<file path="config.mk">
export PLATFORM = sky130hd
export DESIGN_NAME = dvp_frame_scheduler
export DESIGN_NICKNAME = d
export VERILOG_FILES = /design/src/rtl/dvp_frame_scheduler_pkg.sv /design/src/rtl/dvp_timing_tracker.sv /design/src/rtl/dvp_frame_scheduler.sv
export SDC_FILE = /design/constraint.sdc
export NUM_CORES = 1
export LEC_CHECK = 0
export BUFFER_PORTS_ARGS = -buffer_cell sky130_fd_sc_hd__buf_4
export CORE_ASPECT_RATIO = 0.6
export CORE_MARGIN = 2
export CORE_UTILIZATION = 30
export CTS_CLUSTER_SIZE = 20
export DETAILED_ROUTE_END_ITERATION = 6
export SETUP_SLACK_MARGIN = 0.15
export SYNTH_ARGS = -nofsm -noshare
export SYNTH_HDL_FRONTEND = slang
export SYNTH_SLANG_ARGS = --single-unit
</file>
<file path="constraint.sdc">
create_clock -name i_clk -period 11.7 [get_ports i_clk]
set_input_delay 1.17 -clock i_clk [delete_from_list [all_inputs] [get_ports i_clk]]
set_output_delay 1.17 -clock i_clk [all_outputs]
set_load 0.01 [all_outputs]
</file>
<file path="src/rtl/dvp_frame_scheduler_pkg.sv">
// Shared types and widths for the DVP frame scheduler.
package dvp_frame_scheduler_pkg;

  localparam int unsigned COORD_W = 16;
  localparam int unsigned PIX_W   = 8;
  localparam int unsigned SKIP_W  = 4;
  localparam int unsigned CNT_W   = 16;

  typedef enum logic [1:0] {
    StIdle    = 2'd0,
    StWaitSof = 2'd1,
    StCapture = 2'd2,
    StSkip    = 2'd3
  } state_e;

  function automatic logic [CNT_W-1:0] sat_inc(input logic [CNT_W-1:0] v);
    return (v == {CNT_W{1'b1}}) ? v : v + 1'b1;
  endfunction

endpackage

</file>
<file path="src/rtl/dvp_timing_tracker.sv">
// Registers DVP syncs, derives edges and the coordinates of the pixel currently on the bus.
module dvp_timing_tracker
  import dvp_frame_scheduler_pkg::*;
(
  input  logic               i_clk,
  input  logic               i_rst,
  input  logic               i_vs,
  input  logic               i_hs,
  output logic               o_vs_rise,
  output logic               o_vs_fall,
  output logic               o_hs_fall,
  output logic               o_pix_valid,
  output logic [COORD_W-1:0] o_x,
  output logic [COORD_W-1:0] o_y
);

  logic               vs_q, hs_q;
  logic [COORD_W-1:0] x_q, y_q, y_d;

  assign o_vs_rise   = i_vs & ~vs_q;
  assign o_vs_fall   = ~i_vs & vs_q;
  assign o_hs_fall   = ~i_hs & hs_q;
  assign o_pix_valid = i_vs & i_hs;

  // x_q counts valid cycles already seen in the current run, so it is the current column.
  assign o_x = o_pix_valid ? x_q : '0;
  assign o_y = o_vs_rise ? '0 : y_q;

  always_comb begin
    y_d = y_q;
    if (o_vs_rise) begin
      y_d = '0;
    end else if (o_hs_fall) begin
      y_d = y_q + 1'b1;
    end
  end

  always_ff @(posedge i_clk) begin
    if (i_rst) begin
      vs_q <= 1'b0;
      hs_q <= 1'b0;
      x_q  <= '0;
      y_q  <= '0;
    end else begin
      vs_q <= i_vs;
      hs_q <= i_hs;
      x_q  <= o_pix_valid ? x_q + 1'b1 : '0;
      y_q  <= y_d;
    end
  end

endmodule

</file>
<file path="src/rtl/dvp_frame_scheduler.sv">
// Schedules whole-frame DVP captures with frame skipping and emits a registered ROI pixel stream.
module dvp_frame_scheduler
  import dvp_frame_scheduler_pkg::*;
(
  input  logic               i_clk,
  input  logic               i_rst,
  input  logic               i_dvp_vs,
  input  logic               i_dvp_hs,
  input  logic [PIX_W-1:0]   i_dvp_data,
  input  logic               i_arm,
  input  logic               i_ds_ready,
  input  logic [COORD_W-1:0] i_cfg_x0,
  input  logic [COORD_W-1:0] i_cfg_y0,
  input  logic [COORD_W-1:0] i_cfg_w,
  input  logic [COORD_W-1:0] i_cfg_h,
  input  logic [SKIP_W-1:0]  i_cfg_skip,
  output logic               o_roi_valid,
  output logic               o_roi_sof,
  output logic               o_roi_eol,
  output logic [PIX_W-1:0]   o_roi_data,
  output logic [COORD_W-1:0] o_roi_x,
  output logic [COORD_W-1:0] o_roi_y,
  output logic               o_frame_done,
  output logic               o_busy,
  output logic [1:0]         o_state,
  output logic [CNT_W-1:0]   o_cnt_captured,
  output logic [CNT_W-1:0]   o_cnt_dropped
);

  logic               vs_rise, vs_fall, hs_fall, pix_valid;
  logic [COORD_W-1:0] x, y;

  dvp_timing_tracker u_timing (
    .i_clk      (i_clk),
    .i_rst      (i_rst),
    .i_vs       (i_dvp_vs),
    .i_hs       (i_dvp_hs),
    .o_vs_rise  (vs_rise),
    .o_vs_fall  (vs_fall),
    .o_hs_fall  (hs_fall),
    .o_pix_valid(pix_valid),
    .o_x        (x),
    .o_y        (y)
  );

  state_e             state_q, state_d;
  logic [SKIP_W-1:0]  skip_q, skip_d;
  logic [COORD_W-1:0] cfg_x0_q, cfg_y0_q, cfg_w_q, cfg_h_q;
  logic [SKIP_W-1:0]  cfg_skip_q;
  logic               cfg_latch, cap_inc, drop_inc, done_d;
  logic [CNT_W-1:0]   cnt_cap_q, cnt_drop_q;

  logic               roi_valid_q, roi_sof_q, roi_eol_q, frame_done_q;
  logic [PIX_W-1:0]   roi_data_q;
  logic [COORD_W-1:0] roi_x_q, roi_y_q;

  // ROI bounds in 17 bits so x0+w near the top of the range cannot wrap into a false hit.
  logic [COORD_W:0] x_ext, y_ext, x_end, y_end;
  logic             hit, hit_sof, hit_eol;

  always_comb begin
    x_ext   = {1'b0, x};
    y_ext   = {1'b0, y};
    x_end   = {1'b0, cfg_x0_q} + {1'b0, cfg_w_q};
    y_end   = {1'b0, cfg_y0_q} + {1'b0, cfg_h_q};
    hit     = (state_q == StCapture) && pix_valid &&
              (x_ext >= {1'b0, cfg_x0_q}) && (x_ext < x_end) &&
              (y_ext >= {1'b0, cfg_y0_q}) && (y_ext < y_end);
    hit_sof = hit && (x == cfg_x0_q) && (y == cfg_y0_q);
    hit_eol = hit && (x_ext == x_end - 1'b1);
  end

  always_comb begin
    state_d   = state_q;
    skip_d    = skip_q;
    cfg_latch = 1'b0;
    cap_inc   = 1'b0;
    drop_inc  = 1'b0;
    done_d    = 1'b0;
    unique case (state_q)
      // A vs_rise coinciding with arm here is ignored: a partial frame is never captured.
      StIdle: begin
        if (i_arm) begin
          state_d = StWaitSof;
          skip_d  = '0;
        end
      end
      StWaitSof: begin
        if (!i_arm) begin
          state_d = StIdle;
        end else if (vs_rise) begin
          if (skip_q != '0) begin
            state_d = StSkip;
            skip_d  = skip_q - 1'b1;
          end else if (i_ds_ready) begin
            state_d   = StCapture;
            cfg_latch = 1'b1;
          end else begin
            state_d  = StSkip;
            drop_inc = 1'b1;
          end
        end
      end
      StCapture: begin
        if (vs_fall) begin
          done_d  = 1'b1;
          cap_inc = 1'b1;
          skip_d  = cfg_skip_q;
          state_d = i_arm ? StWaitSof : StIdle;
        end
      end
      StSkip: begin
        if (vs_fall) begin
          state_d = i_arm ? StWaitSof : StIdle;
        end
      end
      default: state_d = StIdle;
    endcase
  end

  always_ff @(posedge i_clk) begin
    if (i_rst) begin
      state_q      <= StIdle;
      skip_q       <= '0;
      cfg_x0_q     <= '0;
      cfg_y0_q     <= '0;
      cfg_w_q      <= '0;
      cfg_h_q      <= '0;
      cfg_skip_q   <= '0;
      cnt_cap_q    <= '0;
      cnt_drop_q   <= '0;
      roi_valid_q  <= 1'b0;
      roi_sof_q    <= 1'b0;
      roi_eol_q    <= 1'b0;
      roi_data_q   <= '0;
      roi_x_q      <= '0;
      roi_y_q      <= '0;
      frame_done_q <= 1'b0;
    end else begin
      state_q      <= state_d;
      skip_q       <= skip_d;
      frame_done_q <= done_d;
      roi_valid_q  <= hit;
      roi_sof_q    <= hit_sof;
      roi_eol_q    <= hit_eol;
      if (cfg_latch) begin
        cfg_x0_q   <= i_cfg_x0;
        cfg_y0_q   <= i_cfg_y0;
        cfg_w_q    <= i_cfg_w;
        cfg_h_q    <= i_cfg_h;
        cfg_skip_q <= i_cfg_skip;
      end
      if (cap_inc) begin
        cnt_cap_q <= sat_inc(cnt_cap_q);
      end
      if (drop_inc) begin
        cnt_drop_q <= sat_inc(cnt_drop_q);
      end
      if (hit) begin
        roi_data_q <= i_dvp_data;
        roi_x_q    <= x;
        roi_y_q    <= y;
      end
    end
  end

  assign o_roi_valid    = roi_valid_q;
  assign o_roi_sof      = roi_sof_q;
  assign o_roi_eol      = roi_eol_q;
  assign o_roi_data     = roi_data_q;
  assign o_roi_x        = roi_x_q;
  assign o_roi_y        = roi_y_q;
  assign o_frame_done   = frame_done_q;
  assign o_busy         = (state_q == StCapture);
  assign o_state        = state_q;
  assign o_cnt_captured = cnt_cap_q;
  assign o_cnt_dropped  = cnt_drop_q;

endmodule

</file>
==> flow_summary.ini <==
[clocking]
post_cts_buffers = 0
cts.repair.resized = 0
cts_hold_buf = 0
root_buffer = clkbuf_16
cts_buffer_depth = 2
tritoncts = yes
clk_pin_slew_ns = 0.07
cts.sinks = 184
cts_htree_levels = 4
cts_buffers = 17
clock_latency_ns = 0.45

[setup_path]
arrival_ns = 5.16
critPathBufInv = 1
endpoint_kind = register
cp_max_fo = 44
critPathLaunchType = register
slowest_delay_ns = 0.49
slowest_stage = or4_1
critical_path_class = reg2reg
cp_top_family = compound AO/OA/AOI/OAI gates
crit_chain = ha_1 > a21o_1 > a21oi_1 > o21bai_1 > a211oi_1 > o31ai_1 > o41a_1 > a41o_1 > o21ai_0 > nand2b_1 > xnor2_1 > ha_1 > or4_1 > nor2_1 > nor3_1 > nand2_1 > nor4b_1 > nor2_1 > o211ai_1 > buf_4 > nor3_1 > nor4b_2
cp.required_ns = 12.04

[sta]
post-route-min-period_ns = 4.82
rsz0062_at_grt = false
worst_pin_slew_ns = 0.923
max-slew-margin-rel_pct = 38.5
slew_violations = 0
hold_viol_final = 0
timing.final.crit_share_pct = 41.2
fin_ws_ns = 6.88
setup_viol = 0
timing.fmax_ghz = 0.208
whs_ns = 0.463
skew_ns = 0.00976
tns_ns = 0

[logic_synthesis]
synthArstFlopShare_pct = 0
synth_area_um2 = 11000
yosysUniqueCellTypes = 88
synth.net_count = 1563
synth-edff-count = 0
ys_warn_count = 0
ys_seq_area_share_pct = 33.4
avgSynthCellArea_um2 = 8.00
syn_inst = 1377
synth_ff_type = dfxtp_1
ys_ff_latch = 184

[cells_and_area]
area_growth_syn_to_layout_pct = 19.6
finalInstanceArea_um2 = 13200
fin_util_pct = 36.3
regArea_um2 = 3680
drive_gt1_share_pct = 15.3
finalNetCount = 1683
multiInputGateArea_um2 = 6820
nFillCells = 3694

[global_routing]
grt_max_degree = 86
grt_pass1_vias = 9463
grt-ovfl-total = 0
grt.total_usage_pct = 17.5
antenna_found_initial = 5
grt_first_pass_wirelength_um = 52700

[place]
dpl.hpwl_um = 25900
io_buffers = 160
place_area_um2 = 12600
gp_congestion = 0.912
place_ws_ns = 6.96

[floorplan]
die_y_um = 152
die_x_um = 251
pin_count = 161
num_rows = 54
die-area_um2 = 38300
start_util_pct = 30.4
core_area_um2 = 36300

[power]
power-per-cell-area_nw_per_um2 = 110
ir_worst_vdd_v = 0.000103
leakagePower_uw = 0.00525

[worst_hold_path]
hold_path_class = reg2reg

[route]
drcViolationCount = 0
vias = 10098
drt_wl_total_um = 33700
drtIter0Drc = 938
viasPerCell = 5.08
firstDrtPassIters = 5
wl_per_cell_um = 17.0
drtAntennaViolNets = 0

[run]
maxCapViolCount = 0

[run_status]
status = finished, final reports clean
==> flip-flops by register name (all words and copies together), names as in the netlist, 2 cells and up <==
signal / flops
o_cnt_dropped: 16
o_cnt_captured: 16
cfg_h_q: 16
skip_q: 4
o_roi_x: 16
u_timing.x_q: 16
o_roi_y: 16
cfg_x0_q: 16
cfg_skip_q: 4
cfg_y0_q: 16
o_roi_data: 8
u_timing.y_q: 16
o_state: 2
cfg_w_q: 16
==> placed cells by master, fill, tap and decap left out, drive strengths merged, types with 4 or more instances in the layout <==
cell,Yosys,final
nor2,111,111
a21o,9,9
or3,11,11
nand2b,13,13
or3b,4,4
nand3,71,71
inv,61,65
nor4,6,6
nor3b,4,4
a22oi,4,4
and3,28,28
o21ai,81,81
nor3,23,23
o31ai,7,7
o21a,11,11
clkbuf,53,18
ha,102,102
nand2,194,194
and2,25,25
nor2b,12,12
clkinv,0,4
a211oi,12,12
o211ai,4,4
a2111oi,4,4
and4,7,7
buf,11,166
xnor2,36,36
dfxtp,184,184
or4,4,4
a21oi,151,151
xor2,56,56
nor4b,4,4
nand4,23,23
==> power breakdown <==
| group | switching (µW) | internal, µW |
|---|---|---|
| Combinational | 126 | 76.0 |
| Clock | 271 | 338 |
| Sequential | 6.49 | 633 |
| Total | 404 | 1050 |
==> path summary, 6_finish.rpt <==
check	startpoint	to	slack (ns)	cells after the start
max	cfg_y0_q[1]	o_roi_eol	6.88	22
min	cfg_skip_q[0]	cfg_skip_q[0]	0.46	2
max reg2reg	cfg_y0_q[1]	o_roi_eol	6.88	22
min reg2reg	cfg_skip_q[0]	cfg_skip_q[0]	0.46	2
==> stage by stage <==
stage	cells	total power (µW)
after floorplan	1377	791
after global placement	1954	852
after detailed placement	1954	854
after CTS	1985	1470
after global routing	1985	1510
final	1986	1450
==> cells by family (layout without fill, tap and decap cells) <==
kind of cell / Yosys count / in the layout / synth area share (%)
compound gates: 313 / 313 / 17.1
fa+ha+maj: 106 / 106 / 12.1
other cells: 0 / 1 / 0
buf+inv: 126 / 258 / 4.70
flops: 184 / 184 / 33.4
simple gates: 551 / 551 / 24.5
mux: 4 / 4 / 0.375
xor+xnor: 93 / 93 / 7.74
==> synthesized netlist by cell type, types with 3 or more instances <==
master,number,share of area [%]
or3_1,11,0.62
buf_2,4,0.18
and4_1,7,0.56
a22oi_1,4,0.27
xor2_2,3,0.44
or3b_2,4,0.32
clkbuf_2,3,0.14
buf_1,6,0.20
xor2_1,53,4.2
xnor2_1,36,2.9
and2_1,23,1.3
mux2i_1,3,0.27
or4_1,3,0.20
nor3_1,21,0.95
a21o_1,8,0.55
nor2b_1,12,0.68
a21oi_1,149,6.8
nor2_1,110,3.7
o21ai_1,3,0.14
o21ai_0,77,3.5
o211ai_1,4,0.27
o31ai_1,7,0.48
nor4_1,6,0.34
o211a_1,3,0.27
nand4_1,22,1.2
nand2_1,194,6.6
a211oi_1,11,0.75
ha_1,102,12
nand2b_1,13,0.74
nand3_1,71,3.2
clkbuf_1,50,1.7
nor3b_1,4,0.27
and3_1,27,1.5
inv_1,61,2.1
dfxtp_1,184,33
o21a_1,10,0.68
==> cell type report <==
cell class              instances  share of cell area [%]
multi-input cells            1067                    51.7
flip-flops and latches        184                    28.0
repair buffers                166                    9.46
well taps                     476                    4.52
clock buffers                  18                    3.26
inverters                      61                    1.74
clock inverters                13                    1.29
diodes                          1                  0.0190
==> metal layers <==
layer	share of wire (%)	wire, µm	vias up	GRT usage [%]
met2	38	12800	325	23.2
met5	0.17	58	-	0
met1	52	17600	4693	27.1
met4	1.1	380	8	3.85
li1	-	-	5039	-
met3	8.6	2890	33	5.11
==> worst register-to-register path: cells and delay by family (launching register included) <==
family | cells | cell delay [ns]
AO/OA/AOI/OAI | 9 | 1.88
buffers and inverters | 1 | 0.29
flip-flops | 1 | 0.33
AND/OR/NAND/NOR | 9 | 1.59
XOR/XNOR | 1 | 0.14
adder cells (fa/ha/maj) | 2 | 0.49
(Power assumes the default switching activity.)
